[src/rtl/boat_placer.sv]
// Sequential board writer for the 5x5 battleship game: accepts one placement per boat,
// validates bounds/overlap in a single CHECK cycle, then writes the boat one cell per clock.
module boat_placer #(
    parameter int NUM_BOATS = 3
) (
    input  logic       clk,
    input  logic       rst,
    input  logic       start,
    input  logic       cmd_valid,
    output logic       cmd_ready,
    input  logic [2:0] cmd_row,
    input  logic [2:0] cmd_col,
    input  logic       cmd_vert,
    output logic [4:0] board [4:0],
    output logic [2:0] boat_idx,
    output logic       reject,
    output logic       done,
    output logic [2:0] dbg_state
);

    typedef enum logic [2:0] {
        S_IDLE  = 3'd0,
        S_WAIT  = 3'd1,
        S_CHECK = 3'd2,
        S_WRITE = 3'd3,
        S_DONE  = 3'd4
    } state_t;

    state_t     state, state_n;
    logic [2:0] row_q, col_q, len_q, cnt_q;
    logic       vert_q;
    logic [3:0] row4, col4, len4, end_pos, wr_r, wr_c;
    logic       in_bounds, overlap, legal, last_cell;

    // Handshake: a command transfers on a rising edge where cmd_valid && cmd_ready;
    // cmd_ready is decoded from state (WAIT only), so it never depends on cmd_valid.
    assign cmd_ready = (state == S_WAIT);
    assign done      = (state == S_DONE);
    assign dbg_state = state;

    assign row4      = {1'b0, row_q};
    assign col4      = {1'b0, col_q};
    assign len4      = {1'b0, len_q};
    assign end_pos   = (vert_q ? row4 : col4) + len4 - 4'd1;
    assign in_bounds = (row4 <= 4'd4) && (col4 <= 4'd4) && (end_pos <= 4'd4);
    assign legal     = in_bounds && !overlap;
    assign last_cell = (cnt_q == len_q - 3'd1);
    assign wr_r      = row4 + (vert_q ? {1'b0, cnt_q} : 4'd0);
    assign wr_c      = col4 + (vert_q ? 4'd0 : {1'b0, cnt_q});

    // Overlap is the AND of the occupied board with the latched boat's footprint.
    always_comb begin
        overlap = 1'b0;
        for (int r = 0; r < 5; r++) begin
            for (int c = 0; c < 5; c++) begin
                if (board[r][c]) begin
                    if (vert_q) begin
                        if (4'(c) == col4 && 4'(r) >= row4 && 4'(r) < row4 + len4)
                            overlap = 1'b1;
                    end else begin
                        if (4'(r) == row4 && 4'(c) >= col4 && 4'(c) < col4 + len4)
                            overlap = 1'b1;
                    end
                end
            end
        end
    end

    always_ff @(posedge clk or posedge rst) begin
        if (rst) state <= S_IDLE;
        else     state <= state_n;
    end

    always_comb begin
        state_n = state;
        case (state)
            S_IDLE:  if (start) state_n = S_WAIT;
            S_WAIT:  if (cmd_valid) state_n = S_CHECK;
            S_CHECK: state_n = legal ? S_WRITE : S_WAIT;
            S_WRITE: if (last_cell)
                         state_n = (boat_idx + 3'd1 == 3'(NUM_BOATS)) ? S_DONE : S_WAIT;
            S_DONE:  if (start) state_n = S_WAIT;
            default: state_n = S_IDLE;
        endcase
    end

    always_ff @(posedge clk or posedge rst) begin
        if (rst) begin
            row_q    <= '0;
            col_q    <= '0;
            len_q    <= '0;
            cnt_q    <= '0;
            vert_q   <= 1'b0;
            boat_idx <= '0;
            reject   <= 1'b0;
            for (int r = 0; r < 5; r++) board[r] <= '0;
        end else begin
            reject <= (state == S_CHECK) && !legal;
            case (state)
                S_IDLE, S_DONE: begin
                    if (start) begin
                        boat_idx <= '0;
                        for (int r = 0; r < 5; r++) board[r] <= '0;
                    end
                end
                S_WAIT: begin
                    if (cmd_valid) begin
                        row_q  <= cmd_row;
                        col_q  <= cmd_col;
                        vert_q <= cmd_vert;
                        len_q  <= boat_idx + 3'd1;
                    end
                end
                S_CHECK: cnt_q <= '0;
                S_WRITE: begin
                    for (int r = 0; r < 5; r++) begin
                        for (int c = 0; c < 5; c++) begin
                            if (4'(r) == wr_r && 4'(c) == wr_c) board[r][c] <= 1'b1;
                        end
                    end
                    cnt_q <= cnt_q + 3'd1;
                    if (last_cell) boat_idx <= boat_idx + 3'd1;
                end
                default: ;
            endcase
        end
    end

endmodule

[config.mk]
export PLATFORM = sky130hd
export DESIGN_NAME = boat_placer
export DESIGN_NICKNAME = d
export VERILOG_FILES = /design/src/rtl/boat_placer.sv
export SDC_FILE = /design/constraint.sdc
export NUM_CORES = 1
export LEC_CHECK = 0
export ABC_CLOCK_PERIOD_IN_PS = 3000
export BUFFER_PORTS_ARGS = -buffer_cell sky130_fd_sc_hd__buf_2
export CORE_ASPECT_RATIO = 0.75
export CORE_MARGIN = 1.5
export CORE_UTILIZATION = 40
export DETAILED_ROUTE_END_ITERATION = 10
export GPL_TIMING_DRIVEN = 0
export SLEW_MARGIN = 20
export SYNTH_ARGS = -nofsm -noshare
export SYNTH_HDL_FRONTEND = slang
export SYNTH_SLANG_ARGS = --single-unit
[constraint.sdc]
create_clock -name clk -period 3 [get_ports clk]
set_clock_uncertainty 0.2 [all_clocks]
set_input_delay 0.6 -clock clk [delete_from_list [all_inputs] [get_ports clk]]
set_output_delay 0.6 -clock clk [all_outputs]
set_load 0.005 [all_outputs]
---- Word-level counts from Yosys, hierarchy flattened ----
Index checks and enable logic that the tools add are counted.
storage, ports and cells
  register bits ........................... 45
  input port bits ......................... 11
  output and inout bits ................... 34
  word-level logic and storage cells ...... 422
cells by class
  $add $sub $neg .......................... 9
  $lt $le $gt $ge ......................... 23
  eq/ne operators ......................... 50
  multiplexer cells ....................... 140
  reduce and logical (&&, ||, !) cells .... 167
operators by type and width
  kind                   count
  $logic_and A1 B1 Y1    129
  $mux W1                125
  $reduce_and A3 Y1      27
  $ne A2 B2 Y1 const B   27
  $pmux W25 S2           1
  $mux W3                9
  $mux W25               1
  $add A3 B3 Y4          5
  $eq A2 B4 Y1 const A   4
  $logic_not A4 Y1       4
  $lt A1 B4 Y1 const A   4
  $lt A2 B4 Y1 const A   4
  $eq A2 B3 Y1 const A   4
  $ge A1 B3 Y1 const A   4
  $ge A2 B3 Y1 const A   4
  $pmux W3 S2            2
  $pmux W3 S4            1
  $eq A3 B2 Y1 const B   3
  $eq A1 B4 Y1 const A   2
  $eq A3 B4 Y1 const A   2
  $lt A3 B4 Y1 const A   2
  $add A3 B1 Y3 const B  2
  $eq A1 B3 Y1 const A   2
  $eq A3 B3 Y1 const A   2
  other kinds (15)       19

---- Logic depth before layout (Yosys ltp) ----
  depth in word-level cells ............... 82
  mapped depth ............................ 14
  mapped depth without buffers ............ 12

---- Worst setup path after synthesis ----
Ideal clock, no wire load.
  kind .................................... register to register
  start ................................... register vert_q
  end ..................................... register state[1], in the netlist dbg_state[1]
  setup time .............................. 0.065 ns
  arrival ................................. 2.681 ns
  required time ........................... 2.735 ns
  slack ................................... 0.054 ns
  stages on the path, launching flop included .. 14
  period minus slack after synthesis ...... 2.946 ns
  cells stage by stage .................... dfrtp_1 -> clkbuf_1 -> mux2i_1 -> ha_1 -> inv_1 -> ha_1 -> inv_1 -> fa_1 -> o21ai_0 -> nor3_1 -> o21ai_0 -> nor4_1 -> and4_1 -> a211o_1
between the ends
  word-level cells in the longest chain between the ends .. 78
  elaborated cells on any way between the ends .. 107
  classes of those cells .................. add/sub: 2; order compare: 1; mux: 101; reduce/logical: 3
RTL lines
  item                        RTL line  RTL
  from (decl)                 31        logic vert_q;
  from (signal assigned)      110       vert_q <= cmd_vert;
  $mux W1                     57        if (vert_q) begin
  $mux W1                     56        if (board[r][c]) begin
  $mux W1 (on tied branches)  61, 58
  $mux W1                     57
  $mux W1                     56
  $mux W1 (on tied branches)  61, 58
  $mux W1                     57
  $mux W1                     56
  [62 not listed]             --
  $mux W1                     56
  $mux W1 (on tied branches)  61, 58
  $mux W1                     57
  $mux W1                     56
  $logic_not A1 Y1            46        assign legal = in_bounds && !overlap;
  $logic_and A1 B1 Y1 (*)     46
  $mux W2 (*)                 79        S_CHECK: state_n = legal ? S_WRITE : S_WAIT;
  $pmux W3 S4 (*)             76        case (state)
  to (signal assigned)        71        else state <= state_n;
  to (decl)                   29        state_t state, state_n;
Every way passes the cells marked *; elsewhere a longest branch is shown, timed or not.
A chain may end at the register's enable or synchronous reset.

---- Worst setup path after layout ----
Same ends and word-level chain as after synthesis.

==> summary.txt <==
Timing
  – Tcrit/Tclk final: 0.9968
  – Number of endpoints failing setup at the final stage: 0
  – Final Hold Violating Endpoints: 0
  – Relative slew margins: 0.6359
  – Highest clock frequency the design can meet: 334.4 MHz
  – Max-slew violation total from the final report: 0
  – Worst hold slack: 90.26 ps
  – Final critical path time including I/O delays and setup: 2991 ps
  – Unrepaired setup endpoints after global routing: yes
  – Slew @ Worst Pin: 546.2 ps
  – Minimum setup slack in the final design: 9.480 ps

Layout
  – Final instance count without filler cells: 537
  – Post-route standard cell area excluding fillers: 3994 sq um
  – Area growth from synthesis to layout: 20.82%
  – Fraction of final layout cells sized beyond drive strength 1: 0.2708
  – Leading cell type in the layout, fill and taps excluded: sky130_fd_sc_hd__buf_2
  – Net count of the finished layout: 467
  – Commonest cells after routing, fill and taps aside: 46 x sky130_fd_sc_hd__buf_2, 39 x sky130_fd_sc_hd__nand2_1, 38 x sky130_fd_sc_hd__dfrtp_1
  – Count of antenna diodes in the layout: 0

Yosys
  – Sequential element share of the synthesized area: 0.3407
  – Total number of yosys warnings: 0
  – Per-instance average area after synthesis: 8.983 sq um
  – Most used flip-flop cell after synthesis: sky130_fd_sc_hd__dfrtp_1
  – Async set or reset register ratio after synthesis: 1.000
  – Number of synthesized flops with an enable pin: 0
  – Area share of the leading cell type in the synthesized netlist: 0.3407
  – Post-synthesis instance area: 3306 sq um
  – Leading area contributor after synthesis: sky130_fd_sc_hd__dfrtp_1
  – Count of cell types in the netlist: 61
  – Syn Nets: 404
  – Post-synthesis register bit count: 45
  – Gate Count Post-Synth: 368
  – Largest cells by area after synthesis: sky130_fd_sc_hd__dfrtp_1 34%, sky130_fd_sc_hd__ha_1 7.6%, sky130_fd_sc_hd__mux2i_1 7.6%

Critical path
  – Worst path most repeated cell: sky130_fd_sc_hd__o21ai_1
  – List of cells traversed by the critical path: buf_8 > mux2i_1 > ha_1 > inv_1 > ha_2 > inv_2 > fa_2 > o21ai_1 > nor3_1 > o21ai_1 > nor4_1 > and4_4 > a211o_1
  – Arr. time, crit path: 3030 ps
  – Critical path launch point type: flop
  – Bufs and invs on worst path: 3
  – Master of the slowest instance on the critical path: sky130_fd_sc_hd__fa_2
  – Peak fanout along the critical path: 6
  – Worst setup EP type: flop
  – Largest incremental delay on the critical path: 510 ps
  – Critical setup path kind: reg -> reg
  – Worst path top cell family by delay: adder cells
  – Worst Path Required: 3040 ps

Routing
  – DR WL met2: 4.344 mm
  – Number of iterations in the first detailed-routing pass: 5
  – Detailed-routed wire length on met3: 524 um
  – Met1 layer wirelength in the final routing: 4.776 mm
  – Routed vias: 3054
  – Final antenna-violating net count: 0
  – Number of vias per cell after detailed routing: 5.687
  – Post-route DRC: 0
  – Routed wire per std cell: 18.14 um
  – Top Layer Used: met4
  – Number of violations reported at the end of detailed-routing iteration 0: 259
  – Post-detailed-routing wire length: 9.741 mm

CTS
  – Number of clock sinks: 45
  – Clock tree from TritonCTS: done
  – Clock Root Buffer: sky130_fd_sc_hd__clkbuf_8
  – CTS H-Tree Depth: 2
  – Number of buffers inserted by hold repair at cts: 0
  – Clock transition at the register clock pins on the worst setup and hold paths after CTS: 90 ps
  – Clock latency at the later pin of the worst-skew pair: 300 ps
  – CTS Buffer Depth: 2
  – Clock buffers created by TritonCTS: 5

Min path
  – Class of the worst hold path: in -> async

GRT
  – Antenna violations before repair: 0
  – Wire length of the first global-routing pass: 15.10 mm
  – Overall global routing resource usage: 0.2267
  – Grt ovf: 0
  – Via count of the first global-routing pass: 2729
  – Largest net degree at the start of global routing: 28

Power and ir drop
  – Combinational group share of total power: 0.665
  – Power density over the cells: 1257 nW/um^2
  – Sw Pwr: 2.438 mW
  – Pleak: 1.868 nW
  – Sequential power share: 0.237
  – Total power of the final layout: 5.020 mW
  – Fraction of power consumed by the clock network: 0.099
  – Switching power as a share of total power: 0.4856
  – Peak supply drop: 0.4930 mV
  – Int Power: 2.582 mW

Floorplan
  – Core Region: 7953 sq um
  – Initial standard-cell utilization of the core: 0.4157
  – Vertical die dimension: 81.73 um
  – Horiz. Die Dim: 108.0 um
  – Num rows: 28
  – Number of placed I/O pins: 45
  – Total Die Area: 8824 sq um

Place
  – Final estimated routing congestion in global placement: 0.9646
  – Instance area at placement: 3677 sq um
  – DP Worst Slack: -486.7 ps
  – Sum of net half-perimeters after detailed placement: 7.494 mm
  – Total instance count after detailed placement: 518
  – PortBufs: 44

Job
  – Count of max-cap constraint violations: 0

Run status
  – Run status: completed
cell families (layout without fill, tap and decap cells):
family	after synthesis	count (layout)	share of synthesized area
AO/OA/AOI/OAI	86	86	0.1665
adder cells (fa/ha/maj)	25	25	0.1060
flip-flops	45	45	0.3407
XOR/XNOR	7	7	0.01855
multiplexers	31	31	0.09614
AND/OR/NAND/NOR	140	140	0.2252
buffers and inverters	34	98	0.04693
routing by layer:
metal  vias to the layer above  GRT usage
met3                        10    0.02698
met2                        94     0.3354
met5                         -          0
met4                         0    0.03947
li1                       1447          -
met1                      1503     0.3556
metrics by stage:
step           utilization  TNS (ps)
2_1_floorplan            -         0
3_3_place_gp        0.4599     -6736
3_5_place_dp        0.4624     -5792
4_1_cts             0.4863         0
5_1_grt             0.5022    -448.7
6_report            0.5022         0
synth_stat cells (all sizes together), types with 5 or more instances:
cell    number
dfrtp       45
nand2       40
nor2        32
a21oi       26
mux2i       25
ha          20
inv         18
o21ai       16
nor3        14
buf         11
a31oi       10
o22ai       10
nor2b        9
nand2b       7
nand3        7
a22o         6
and2         6
mux2         6
clkbuf       5
fa           5
sequential cells by signal, indices dropped and copies added (netlist names):
register   cells
board         25
boat_idx       3
cnt_q          3
col_q          3
dbg_state      3
len_q          3
row_q          3
reject         1
vert_q         1
power by group through the flow:
| stage | clock network (mW) | logic, mW | registers, mW |
|---|---|---|---|
| 6_report | 0.495 | 3.34 | 1.19 |
| 5_1_grt | 0.527 | 3.68 | 1.22 |
| 4_1_cts | 0.496 | 3.07 | 1.17 |
| 2_1_floorplan | 0 | 2.13 | 1.10 |
| 3_3_place_gp | 0 | 2.84 | 1.22 |
| 3_5_place_dp | 0 | 2.92 | 1.21 |
path summary, 6_finish.rpt:
kind | start | end | slack, ps | cells past startpoint
max in group asynchronous | rst | board[9] | 2030 | 3
min in group clk | cmd_col[1] | col_q[1] | 300 | 3
max | vert_q | dbg_state[1] | 9 | 13
min | rst | boat_idx[2] | 90 | 2
max reg2reg | vert_q | dbg_state[1] | 9 | 13
min reg2reg | boat_idx[0] | boat_idx[0] | 350 | 1
area by class of cell:
class,count,area (sq um)
Fill cell,783,3959
Multi-Input combinational cell,289,2082
Sequential cell,45,1135
Timing Repair Buffer,58,335.3
Tap cell,105,131.4
Buffer,14,122.6
Clock buffer,6,82.58
Inverter,18,67.56
Clock inverter,2,37.54
worst register-to-register path, stage by stage (launching register included):
cell                      delay, ps
sky130_fd_sc_hd__dfrtp_2        430
sky130_fd_sc_hd__buf_8          140
sky130_fd_sc_hd__mux2i_1        120
sky130_fd_sc_hd__ha_1           300
sky130_fd_sc_hd__inv_1           60
sky130_fd_sc_hd__ha_2           170
sky130_fd_sc_hd__inv_2           40
sky130_fd_sc_hd__fa_2           510
sky130_fd_sc_hd__o21ai_1         50
sky130_fd_sc_hd__nor3_1         130
sky130_fd_sc_hd__o21ai_1         90
sky130_fd_sc_hd__nor4_1         250
sky130_fd_sc_hd__and4_4         310
sky130_fd_sc_hd__a211o_1        120
timing repair:
item	4_1_cts	5_1_grt
gates cloned	0	0
gates resized for setup	21	20
pin swaps	2	9
endpoints found under the setup margin	27	16
buffers inserted	4	9
No activity file was read; power rests on OpenSTA's default activity.
